`src/rtl/mem_wb_stage.sv`:
```
// MEM/WB pipeline register: load extraction, writeback select,
// register-file write port and retired-instruction counter.
module mem_wb_stage #(
  parameter int XLEN = 32
) (
  input  logic            clk,
  input  logic            reset,
  input  logic            stall,
  input  logic            flush,
  input  logic            in_valid,
  input  logic            in_regwrite,
  input  logic [4:0]      in_rd,
  input  logic [1:0]      in_resultsrc,
  input  logic [2:0]      in_funct3,
  input  logic [XLEN-1:0] in_alu_result,
  input  logic [XLEN-1:0] in_pcplus4,
  input  logic [XLEN-1:0] in_readdata,
  output logic            we3,
  output logic [4:0]      wa3,
  output logic [XLEN-1:0] wd3,
  output logic            wb_valid,
  output logic            load_misaligned,
  output logic [63:0]     instret
);

  logic [1:0]      off;
  logic [7:0]      ld_b;
  logic [15:0]     ld_h;
  logic [XLEN-1:0] ld_data;
  logic            mis_ld;
  logic            mis;
  logic [XLEN-1:0] wd_mux;

  logic            valid_q, valid_d;
  logic            we_q, we_d;
  logic [4:0]      wa_q, wa_d;
  logic [XLEN-1:0] wd_q, wd_d;
  logic            mis_q, mis_d;
  logic [63:0]     instret_q, instret_d;

  assign off = in_alu_result[1:0];

  always_comb begin
    unique case (off)
      2'd0: ld_b = in_readdata[7:0];
      2'd1: ld_b = in_readdata[15:8];
      2'd2: ld_b = in_readdata[23:16];
      2'd3: ld_b = in_readdata[31:24];
    endcase
    ld_h = off[1] ? in_readdata[31:16] : in_readdata[15:0];
  end

  // Byte loads can never be misaligned; word-class is the fallback.
  always_comb begin
    ld_data = in_readdata;
    mis_ld  = (off != 2'b00);
    unique case (in_funct3)
      3'b000: begin
        ld_data = {{24{ld_b[7]}}, ld_b};
        mis_ld  = 1'b0;
      end
      3'b100: begin
        ld_data = {24'd0, ld_b};
        mis_ld  = 1'b0;
      end
      3'b001: begin
        ld_data = {{16{ld_h[15]}}, ld_h};
        mis_ld  = off[0];
      end
      3'b101: begin
        ld_data = {16'd0, ld_h};
        mis_ld  = off[0];
      end
      default: ;
    endcase
  end

  assign mis = (in_resultsrc == 2'b01) & mis_ld;

  always_comb begin
    unique case (in_resultsrc)
      2'b01:   wd_mux = ld_data;
      2'b10:   wd_mux = in_pcplus4;
      default: wd_mux = in_alu_result;
    endcase
  end

  always_comb begin
    valid_d   = valid_q;
    we_d      = we_q;
    wa_d      = wa_q;
    wd_d      = wd_q;
    mis_d     = mis_q;
    instret_d = instret_q;
    if (flush) begin
      valid_d = 1'b0;
      we_d    = 1'b0;
      mis_d   = 1'b0;
    end else if (!stall) begin
      valid_d = in_valid;
      we_d    = in_valid & in_regwrite
              & (in_rd != 5'd0) & ~mis;
      wa_d    = in_rd;
      wd_d    = wd_mux;
      mis_d   = in_valid & mis;
      if (in_valid && !mis)
        instret_d = instret_q + 64'd1;
    end
  end

  always_ff @(posedge clk) begin
    if (reset) begin
      valid_q   <= 1'b0;
      we_q      <= 1'b0;
      wa_q      <= 5'd0;
      wd_q      <= '0;
      mis_q     <= 1'b0;
      instret_q <= 64'd0;
    end else begin
      valid_q   <= valid_d;
      we_q      <= we_d;
      wa_q      <= wa_d;
      wd_q      <= wd_d;
      mis_q     <= mis_d;
      instret_q <= instret_d;
    end
  end

  assign wb_valid        = valid_q;
  assign we3             = we_q;
  assign wa3             = wa_q;
  assign wd3             = wd_q;
  assign load_misaligned = mis_q;
  assign instret         = instret_q;

endmodule

```
`config.mk`:
```
export PLATFORM = sky130hd
export DESIGN_NAME = mem_wb_stage
export DESIGN_NICKNAME = d
export VERILOG_FILES = /design/src/rtl/mem_wb_stage.sv
export SDC_FILE = /design/constraint.sdc
export NUM_CORES = 1
export LEC_CHECK = 0
export ABC_CLOCK_PERIOD_IN_PS = 2800
export CORE_MARGIN = 5
export CORE_UTILIZATION = 44
export DETAILED_ROUTE_END_ITERATION = 8
export GPL_TIMING_DRIVEN = 0
export PLACE_DENSITY = 0.83
export SLEW_MARGIN = 20
export SYNTH_ARGS = -nofsm -noshare
export SYNTH_HDL_FRONTEND = slang
export SYNTH_SLANG_ARGS = --single-unit
```
`constraint.sdc`:
```
create_clock -name clk -period 2.8 [get_ports clk]
set_input_delay 0.28 -clock clk [delete_from_list [all_inputs] [get_ports clk]]
set_output_delay 0.28 -clock clk [all_outputs]
set_load 0.02 [all_outputs]
```
==> summary.txt <==
Drt
  • Via count: ~6500
  • DRC: 0
  • DRT iter0 DRCs: a little over 600
  • First-pass iteration count of the detailed router: 6
  • Avg WL per Cell: between 15 and 20 um
  • Detail Route Antenna Nets: 0
  • Final wirelength: just over 20000 um
  • Via density: about 6

CTS
  • Htree depth: 3
  • Clk sink count: 104
  • CTS clk-pin slew, worst paths: ~0.070 ns
  • Max Root-Sink Buffers: 2
  • Worst-Skew Late Latency: approximately 0.36 ns
  • Root buf cell: clkbuf_16
  • CTS tree: done
  • Cts bufs inserted: 9
  • Hold buffers post-CTS: 0

Timing
  • Finish-stage setup viols: 0
  • Final hold violations: 0
  • Tcrit/Tclk final: between 90% and 100%
  • Final worst slack: around 0.19 ns
  • Tightest Pin Transition: around 1.2 ns
  • Fin Clk Skew: between 0.005 and 0.006 ns
  • Fmax: between 0.3 and 0.4 GHz
  • Slew headroom: a little over a fifth
  • Final min period: 2.611 ns
  • Pins Over Slew Limit: 0
  • WHS: around 0.46 ns

Floorplan
  • DIE WIDTH: roughly 120 um
  • Die H: around 120 um
  • Placement Rows: 41
  • Initial core utilization: 44.42%
  • Die area: ~15000 um2
  • # IOs: approximately 220
  • Core area: roughly 12000 um2

Power
  • Comb pwr share: between 10% and 20%
  • Internal: ~2500 uW
  • Clock power frac: about two fifths
  • Final Power: about 3400 uW
  • Sequential share of power: between 40% and 50%
  • NetSw: 923.1 uW
  • Pleak: between 0.002 and 0.003 uW
  • Power Density: ~420 nW/um2
  • Sw Ratio: a little over a quarter
  • Maximum vdd drop: ~0.00024 V

Setup path
  • Startpoint types: input port
  • CP peak stage delay: between 0.5 and 0.6 ns
  • CP Data Required Time: roughly 3.1 ns
  • Critical setup path kind: in2reg
  • Reg-to-reg slack, setup: roughly 0.22 ns
  • Worst path slowest cell: clkdlybuf4s50_1
  • Top delay family on crit path: simple AND/OR/NAND/NOR gates
  • Largest fanout on the critical path: 7
  • Buf/Inv on CP: 3
  • Worst path cell trace: clkdlybuf4s50_1 > or3b_1 > clkbuf_1 > nor4_1 > nand4_2 > buf_4 > or4_1 > a21oi_1
  • Crit. End Element: flip-flop
  • Worst Path Arrival: roughly 2.9 ns

Synth
  • Synth Instances: 684
  • Largest cells by area after synthesis: dfxtp_1, a21oi_1, o21ai_0
  • Synthesized area per cell: slightly above 8 um2
  • Syn Std Cell Area: roughly 5500 um2
  • Synth area leader: dfxtp_1
  • Post-synth top area share: 37.60%
  • Yosys Warn Count: 0
  • Netlist cell types: 51
  • Post-synth net total: 799
  • Async S/R FF share, synth: 0%
  • Top FF cell, synth: dfxtp_1
  • Post-synthesis register bit count: around 100
  • Sequential area share after synthesis: between 30 and 40%
  • Post-synth EDFFs: 0

Finish
  • Multi-input gate area: approximately 3200 um2
  • Fin cells: 1089
  • Layout net count: 1027
  • Layout area overhead: 48.83%
  • Seq. cell area: approximately 2100 um2
  • Fillcell total: ~1100
  • Layout cells sized above 1: approximately 5.8%

Run status
  • Status: completed

Placement
  • RePlAce Congestion: just over 1
  • Dpl cells: ~1100
  • DP Worst Slack: -0.4641 ns
  • Port buffer count: roughly 210
  • Detailed Place HPWL: roughly 16000 um

Global route
  • Antenna violations before repair: 1
  • Grt ovf: 0
  • All-Layer GR Usage: between 20 and 30%
  • First-pass GRT wire length: approximately 32000 um
  • Largest net degree at the start of global routing: 18
  • Vias in the first global route: between 5000 and 6000

Min path
  • Hold crit path type: reg2reg

Flow run
  • Max Cap Viol: 0
## cells in the final DEF, fill, tap and decap left out, types with 17 or more instances in the layout
master / Yosys / layout
o31ai_1: 25 / 25
nand3_1: 18 / 17
o21ai_0: 55 / 55
clkbuf_1: 43 / 41
a21oi_1: 64 / 64
or4_1: 27 / 27
dfxtp_1: 104 / 104
nor2_1: 54 / 54
nand4_1: 26 / 26
clkdlybuf4s50_1: 0 / 214
nand2_1: 67 / 67
## cell type report
type / count / area share [%]
clock inverter: 6 / 0.8350
antenna: 1 / 0.03036
multi-input combinational: 521 / 39.21
sequential: 104 / 25.26
buffer: 50 / 2.642
tap: 172 / 2.611
inverter: 9 / 0.4099
timing repair buffer: 217 / 26.26
clock buffer: 9 / 2.733
## Yosys cell counts, drive strengths merged, types with 3 or more instances
cell type	number
a21oi	64
a221oi	16
a22oi	9
a2bb2oi	8
a32o	15
and3	11
buf	6
clkbuf	43
dfxtp	104
ha	3
inv	9
mux2	9
nand2	67
nand2b	9
nand3	18
nand4	28
nor2	54
nor2b	4
nor3	13
nor4	9
o211ai	8
o21ai	55
o311ai	7
o31ai	25
or2	3
or3	18
or4	29
xnor2	10
xor2	12
## metrics by stage
step | utilization [%] | setup TNS [ns] | area (um2)
detailed placement | 63.38 | -8.564 | 7901
floorplan | - | 0 | 5538
finish | 66.11 | 0 | 8242
CTS | 65.83 | 0 | 8207
global route | 66.11 | -0.009079 | 8242
global placement | 63.33 | -7.734 | 7895
## layer usage
metal  GRT usage [%]  up-vias  share of wire, %
met5               0        -                 0
met2           43.06      338                47
met1           35.18     3062                41
met4           9.727        0               3.2
li1                -     3050                 -
met3           6.314       62               8.6
## worst paths after layout
path                                   from          end  cells past startpoint
worst max register to register  instret[31]  instret[57]                      8
worst min-delay path                wd3[29]      wd3[29]                      2
worst max-delay path                  stall  instret[61]                      8
worst min register to register      wd3[29]      wd3[29]                      2
## worst register-to-register path: cells and delay by family (launching register included)
kind	cells	cell delay, ns
AO/OA/AOI/OAI	1	0.14
buffers and inverters	3	0.47
flip-flops	1	0.47
AND/OR/NAND/NOR	4	1.41
## logic make-up after synthesis
family	Yosys count	share of synthesized area, %
adders and majority gates	3	0.6779
and+or+nand+nor	270	25.80
xor gates and xnor gates	22	3.479
muxes	11	2.643
AOI/OAI and AO/OA	215	25.31
DFF	104	37.60
buffers and inverters	59	4.496
## repair_timing
item,4_1_cts,5_1_grt
setup buffers,0,3
pin swaps,0,1
resized for setup,2,5
endpoints found under the setup margin,22,16
## flip-flops by register name, indices dropped and copies added, names as in the netlist
signal,flops
load_misaligned,1
we3,1
wd3,32
instret,64
wb_valid,1
wa3,5
## power groups by stage
stage / clock network, uW / registers [uW] / logic [uW]
after floorplan: 0 / 1600 / 215
after global placement: 0 / 1560 / 575
after detailed placement: 0 / 1560 / 578
after CTS: 1320 / 1530 / 581
after global routing: 1370 / 1540 / 629
final: 1310 / 1530 / 591
(Power assumes the default switching activity.)
